## src/rtl/timer_controller.sv

```systemverilog
// Memory-mapped timer peripheral: prescaled 32-bit up-counter with compare,
// optional auto-reload and a level interrupt, answering zero-wait-state bus accesses.
module timer_controller #(
  parameter int                        PRESCALE_WIDTH = 16,
  parameter logic [PRESCALE_WIDTH-1:0] PRESCALE_RESET = '0
) (
  input  logic        clk,
  input  logic        rst_n,
  input  logic        bus_read,
  input  logic        bus_write,
  input  logic [31:0] bus_address,
  input  logic [31:0] bus_data_wr,
  input  logic [3:0]  bus_mask,
  output logic [31:0] bus_data_rd,
  output logic        bus_stall,
  output logic        irq
);

  localparam logic [2:0] REG_COUNT    = 3'd0;
  localparam logic [2:0] REG_COMPARE  = 3'd1;
  localparam logic [2:0] REG_CTRL     = 3'd2;
  localparam logic [2:0] REG_STATUS   = 3'd3;
  localparam logic [2:0] REG_PRESCALE = 3'd4;

  logic [31:0]               count_q, count_d;
  logic [31:0]               compare_q, compare_d;
  logic [2:0]                ctrl_q, ctrl_d;
  logic                      pending_q, pending_d;
  logic [PRESCALE_WIDTH-1:0] prescale_q, prescale_d;
  logic [PRESCALE_WIDTH-1:0] psc_q, psc_d;

  logic [2:0] regSel;
  logic       wrCount, wrCompare, wrCtrl, wrStatus, wrPrescale;
  logic       tick, match;
  logic       unusedAddr;

  function automatic logic [31:0] mergeBytes(input logic [31:0] oldVal,
                                             input logic [31:0] wrVal,
                                             input logic [3:0]  m);
    return {m[3] ? wrVal[31:24] : oldVal[31:24],
            m[2] ? wrVal[23:16] : oldVal[23:16],
            m[1] ? wrVal[15:8]  : oldVal[15:8],
            m[0] ? wrVal[7:0]   : oldVal[7:0]};
  endfunction

  assign regSel     = bus_address[4:2];
  assign unusedAddr = ^{bus_address[31:5], bus_address[1:0]};
  assign wrCount    = bus_write && (regSel == REG_COUNT);
  assign wrCompare  = bus_write && (regSel == REG_COMPARE);
  assign wrCtrl     = bus_write && (regSel == REG_CTRL);
  assign wrStatus   = bus_write && (regSel == REG_STATUS);
  assign wrPrescale = bus_write && (regSel == REG_PRESCALE);

  assign tick  = ctrl_q[0] && (psc_q == prescale_q);
  assign match = tick && (count_q == compare_q);

  // A COUNT write overrides the tick increment, but the match above still
  // sees the old COUNT; a new match beats a same-cycle PENDING clear.
  always_comb begin
    count_d    = count_q;
    compare_d  = compare_q;
    ctrl_d     = ctrl_q;
    pending_d  = pending_q;
    prescale_d = prescale_q;
    psc_d      = psc_q;

    if (tick) begin
      count_d = (match && ctrl_q[1]) ? 32'd0 : count_q + 32'd1;
    end
    if (!ctrl_q[0] || tick) begin
      psc_d = '0;
    end else begin
      psc_d = psc_q + PRESCALE_WIDTH'(1);
    end

    if (wrCount) begin
      count_d = mergeBytes(count_q, bus_data_wr, bus_mask);
    end
    if (wrCompare) begin
      compare_d = mergeBytes(compare_q, bus_data_wr, bus_mask);
    end
    if (wrCtrl) begin
      if (bus_mask[0]) begin
        ctrl_d = bus_data_wr[2:0];
      end
      psc_d = '0;
    end
    if (wrPrescale) begin
      prescale_d = PRESCALE_WIDTH'(mergeBytes(32'(prescale_q), bus_data_wr, bus_mask));
      psc_d      = '0;
    end
    if (wrStatus && bus_mask[0] && bus_data_wr[0]) begin
      pending_d = 1'b0;
    end
    if (match) begin
      pending_d = 1'b1;
    end
  end

  always_ff @(posedge clk or negedge rst_n) begin
    if (!rst_n) begin
      count_q    <= 32'd0;
      compare_q  <= 32'hFFFF_FFFF;
      ctrl_q     <= 3'd0;
      pending_q  <= 1'b0;
      prescale_q <= PRESCALE_RESET;
      psc_q      <= '0;
    end else begin
      count_q    <= count_d;
      compare_q  <= compare_d;
      ctrl_q     <= ctrl_d;
      pending_q  <= pending_d;
      prescale_q <= prescale_d;
      psc_q      <= psc_d;
    end
  end

  always_comb begin
    bus_data_rd = 32'd0;
    if (bus_read) begin
      case (regSel)
        REG_COUNT:    bus_data_rd = count_q;
        REG_COMPARE:  bus_data_rd = compare_q;
        REG_CTRL:     bus_data_rd = {29'd0, ctrl_q};
        REG_STATUS:   bus_data_rd = {31'd0, pending_q};
        REG_PRESCALE: bus_data_rd = 32'(prescale_q);
        default:      bus_data_rd = 32'd0;
      endcase
    end
  end

  assign bus_stall = 1'b0;
  assign irq       = pending_q & ctrl_q[2];

endmodule
```

## config.mk

```make
export PLATFORM = sky130hd
export DESIGN_NAME = timer_controller
export DESIGN_NICKNAME = d
export VERILOG_FILES = /design/src/rtl/timer_controller.sv
export SDC_FILE = /design/constraint.sdc
export NUM_CORES = 1
export LEC_CHECK = 0
export ABC_CLOCK_PERIOD_IN_PS = 3580
export CAP_MARGIN = 0
export CORE_MARGIN = 1
export CORE_UTILIZATION = 35
export CTS_BUF_LIST = sky130_fd_sc_hd__clkbuf_8
export DETAILED_ROUTE_END_ITERATION = 10
export SYNTH_ARGS = -nofsm -noshare
export SYNTH_HDL_FRONTEND = slang
export SYNTH_SLANG_ARGS = --single-unit
```

## constraint.sdc

```tcl
create_clock -name clk -period 3.58 [get_ports clk]
set_input_delay 0.537 -clock clk [delete_from_list [all_inputs] [get_ports clk]]
set_output_delay 0.537 -clock clk [all_outputs]
set_load 0.03 [all_outputs]
```

# Yosys cells after proc, flatten, opt, wreduce, memory -nomap -nowiden
# Cells that the tools add are included.
word_totals:
  regBits: 100
  out_inout_bits: 34
  word_cells: 66
op_classes:
  add_sub_neg: 2
  n_eq_ne: 10
  muxes: 14
  bitwise: 1
  reduce_logical: 26
ops:
  columns: ["operator", "n"]
  rows:
  - ["$pmux W32 S5", 1]
  - ["$mux W32", 4]
  - ["$mux W16", 3]
  - ["$add A32 B1 Y32 const B", 1]
  - ["$eq A32 B32 Y1", 1]
  - ["$mux W8", 4]
  - ["$reduce_and A2 Y1", 11]
  - ["$add A16 B1 Y16 const B", 1]
  - ["$eq A16 B16 Y1", 1]
  - ["$logic_and A1 B1 Y1", 10]
  - ["$ne A2 B2 Y1 const B", 4]
  - ["$eq A3 B2 Y1 const B", 2]
  - ["$reduce_bool A2 Y1", 2]
  - ["$eq A3 B1 Y1 const B", 1]
  - ["$eq A3 B3 Y1 const B", 1]
  - ["$logic_not A3 Y1", 1]
  - ["$mux W1", 2]
  - ["$and A1 B1 Y1", 1]
  - ["$logic_not A1 Y1", 1]
  - ["$logic_or A1 B1 Y1", 1]

# Logic depth before layout (Yosys ltp)
depth:
  depth_word: 7
  ltp_mapped: 9
  mapped_depth_nobuf: 7

# Worst setup path before layout
# Ideal clock, no wire load.
synth_path:
  path_kind: "input-to-output"
  startpoint: "input port bus_address[3]"
  endpoint: "output port bus_data_rd[21]"
  arrival_time_ns: 2.011
  required_ns: 3.043
  slack_ns: 1.032
  path_stages: 5
  path_cell_list: "clkbuf_1 -> or3b_2 -> clkbuf_1 -> clkbuf_1 -> nor2_1"
synth_via:
  elab_chain_len: 3
  elab_cells_between_ends: 7
  cone_classes: "eq/ne: 4; mux: 2; reduce/logical: 1"
synth_lines:
  columns: ["element", "line", "source"]
  rows:
  - ["from (decl)", "11", "input logic [31:0] bus_address,"]
  - ["$eq A3 B3 Y1, or another cell as far along", "121", "case (regSel)"]
  - ["$pmux W32 S5 (*)", "121", null]
  - ["$mux W32 (*)", "120", "if (bus_read) begin"]
  - ["to (decl)", "14", "output logic [31:0] bus_data_rd,"]
# Mark *: on every way between the ends. The rest lies on a longest branch, timed or not.

# Worst setup path after layout
layout_path:
  startpoint: "input port bus_address[3]"
  endpoint: "output port bus_data_rd[1]"
# The elaborated chain is that of the path after synthesis.

==> qor.csv <==
stage;metric;value;unit
outcome;status;finished, final reports clean;
power;p_clk_share;20.1;%
sta;fin_hold_ws;196;ps
yosys;synth_top_family_by_area;simple AND/OR/NAND/NOR gates;
floorplan;initial_utilization;36.3;%
sta;setup_viol;0;
yosys;synth_common_cells;81 x nor2_1, 68 x dfrtp_1, 56 x xor2_1, 51 x mux2_2, 33 x a21oi_1;
route;first_pass_iters;5;
yosys;synthAdderAreaFrac;0.393;%
yosys;yosysMostFrequentCell;nor2_1;
clock_tree;clk_latency;390;ps
global_route;grtUsageTotal;20.4;%
cells_and_area;nFillCells;1763;
route;vias_per_cell;5.62;
clock_tree;cts_hold_buf;0;
route;drt_iter0_drc;408;
power;p_leak;3.11;nW
critical_path;slowest_delay;740;ps
cells_and_area;fin_util;42.1;%
yosys;synth_cell_types;51;
global_route;grt_pass1_vias;5149;
power;irDropWorstVdd;0.000190;V
critical_path;path_buf_inv;2;
floorplan;dieArea;0.0187;mm^2
sta;maxSlewViolCount;0;
cells_and_area;diodes;0;
yosys;synthXorXnorAreaFrac;8.67;%
clock_tree;cts.sinks;100;
floorplan;ios;106;
yosys;synthCells;669;
yosys;synth-edff-count;0;
yosys;yosys.area.top_type;dfrtp_1;
route;ant_nets;0;
critical_path;rrSetupSlack;460;ps
power;p_int;2.18;mW
place;numPortBuffers;75;
yosys;ys.flop_type;dfrtp_1;
sta;hold_viol;0;
yosys;synth_top_cells_by_area;dfrtp_1 27%, dfstp_2 13%, mux2_2 9.0%;
sta;fin_crit_sh;88.9;%
yosys;synth_nets;743;
clock_tree;post_cts_buffers;0;
critical_path;cp-start-kind;primary input;
power;switching_power;1.32;mW
sta;rsz0062_at_grt;false;
yosys;yosysTopAreaCellShare;26.7;%
power;pwr-share-seq;49.2;%
sta;min_period;3180;ps
power;powerDensity;475;mW/mm^2
route;drc;0;
clock_tree;htreeDepth;3;
floorplan;fp.dieW;137;um
critical_path;cp_slowest_cell;clkdlybuf4s50_1;
yosys;synth-simple-area-share;19.8;%
global_route;antenna_found_initial;0;
cells_and_area;post_route_cells_drive_above_1_share;21.5;%
route;totalWireLength;18.3;mm
floorplan;core_area;0.0175;mm^2
global_route;overflow;0;
floorplan;rows;48;
yosys;synth_area;0.00637;mm^2
clock_tree;cts-buffers-inserted;9;
critical_path;critPathCaptureType;primary output;
power;netSwitchingFraction;37.7;%
route;num_vias;5354;
yosys;yosysSeqAreaShare;39.9;%
sta;clock_skew;8.86;ps
sta;fmax;0.314;GHz
sta;setup_tns;0;ps
place;dp_hpwl;13.5;mm
sta;worstMarginPinSlew;897;ps
clock_tree;path_clk_slew;90;ps
global_route;grt_pass1_wl;28.9;mm
critical_path;critical_path.max_fanout;11;
yosys;ys_warn_count;0;
critical_path;cp_cell_sequence;clkdlybuf4s50_1 -> mux2i_1 -> nor2_1 -> a21oi_1 -> nor2_1 -> a31oi_1 -> nor2b_1 -> clkdlybuf4s50_1;
critical_path;r2r-start;count_q[8];
global_route;grt_max_degree;56;
critical_path;critPathArrivalTime;2650;ps
hold_path;hold_class;in -> async;
place;place.gp.congestion;0.853;
clock_tree;cts_tree;done;
route;post_drt_wl_per_cell;19.2;um
power;power.share.combinational;30.7;%
power;total_power;3.51;mW
cells_and_area;design_area;0.00739;mm^2
yosys;ys_seq_elements;100;
yosys;synth_mux_area_share;13.9;%
clock_tree;cts_root_buffer;clkbuf_8;
clock_tree;cts_resized;0;
cells_and_area;syn_to_final_growth;16.0;%
cells_and_area;final_nets;797;
yosys;async_flop_share;100;%
critical_path;criticalPathCategory;in -> out;
clock_tree;clk_path_buf_depth;2;
place;place_area;0.00721;mm^2
yosys;synth_compound_area_share;12.8;%
sta;slew-limit-headroom;40.1;%
floorplan;die_y;137;um
critical_path;crit_required;3040;ps
run;drv_cap;0;
critical_path;critPathTopFamily;buffers and inverters;
yosys;post_synth.cell_area_avg;9.52;um^2
critical_path;startpoint;bus_address[3];
-- layer usage --
metal	routed length, um	part of all wire (%)	vias to the layer above	global-route usage (%)
met4	212	1.2	0	4.40
met3	1190	6.5	14	3.85
met1	8290	45	2616	28.7
met5	0	0	-	0
met2	8560	47	203	32.6
li1	-	-	2521	-
-- area by class of cell --
type	instances	area, um^2	area share (%)
well taps	225	282	3.81
clock inverters	3	13.8	0.186
inverters	25	93.8	1.27
repair buffers	86	753	10.2
multi-input cells	501	3540	47.9
clock buffers	12	165	2.24
flip-flops and latches	100	2540	34.4
-- registers in the layout, indices dropped and copies added (netlist names) --
signal	flops
compare_q	32
prescale_q	16
count_q	32
psc_q	16
pending_q	1
ctrl_q	3
-- per-stage QoR --
step	worst slack, ps	cells
3_5_place_dp	410	937
5_1_grt	279	952
3_3_place_gp	412	937
6_report	396	952
4_1_cts	403	952
2_1_floorplan	1030	669
-- cell families after synthesis --
family	count (synthesis)
and+or+nand+nor	236
AOI/OAI and AO/OA	117
DFF	100
muxes	82
buffers and inverters	68
xor gates and xnor gates	63
adders and majority gates	2
other	1
-- final timing paths --
path                       depth (start not counted)             end
setup / recovery                                   8  bus_data_rd[1]
hold / removal                                     1        psc_q[0]
setup reg to reg                                   6     count_q[28]
hold reg to reg                                    1       ctrl_q[2]
max in group asynchronous                          2   compare_q[23]
min in group clk                                   1       ctrl_q[2]
-- power by group through the flow --
stage / clock network (mW) / registers, mW / logic, mW
after floorplan: 0 / 1.62 / 0.797
after global placement: 0 / 1.73 / 1.05
after detailed placement: 0 / 1.74 / 1.08
after CTS: 0.721 / 1.72 / 1.08
after global routing: 0.763 / 1.77 / 1.18
final: 0.705 / 1.73 / 1.08
-- placed cells by master (no fill, tap or decap), drive strengths merged, types with 16 or more instances in the layout --
master and count:
a31oi 18, nor3 16, nor4 16, inv 26, dfstp 32, xor2 56
nand3 27, and3 16, nand4 21, dfrtp 68, o22ai 16, nor2 81
buf 42, clkdlybuf4s50 44, a21oi 33, mux2i 31, nand2 32, mux2 51
Power figures use the tool's default switching activity.
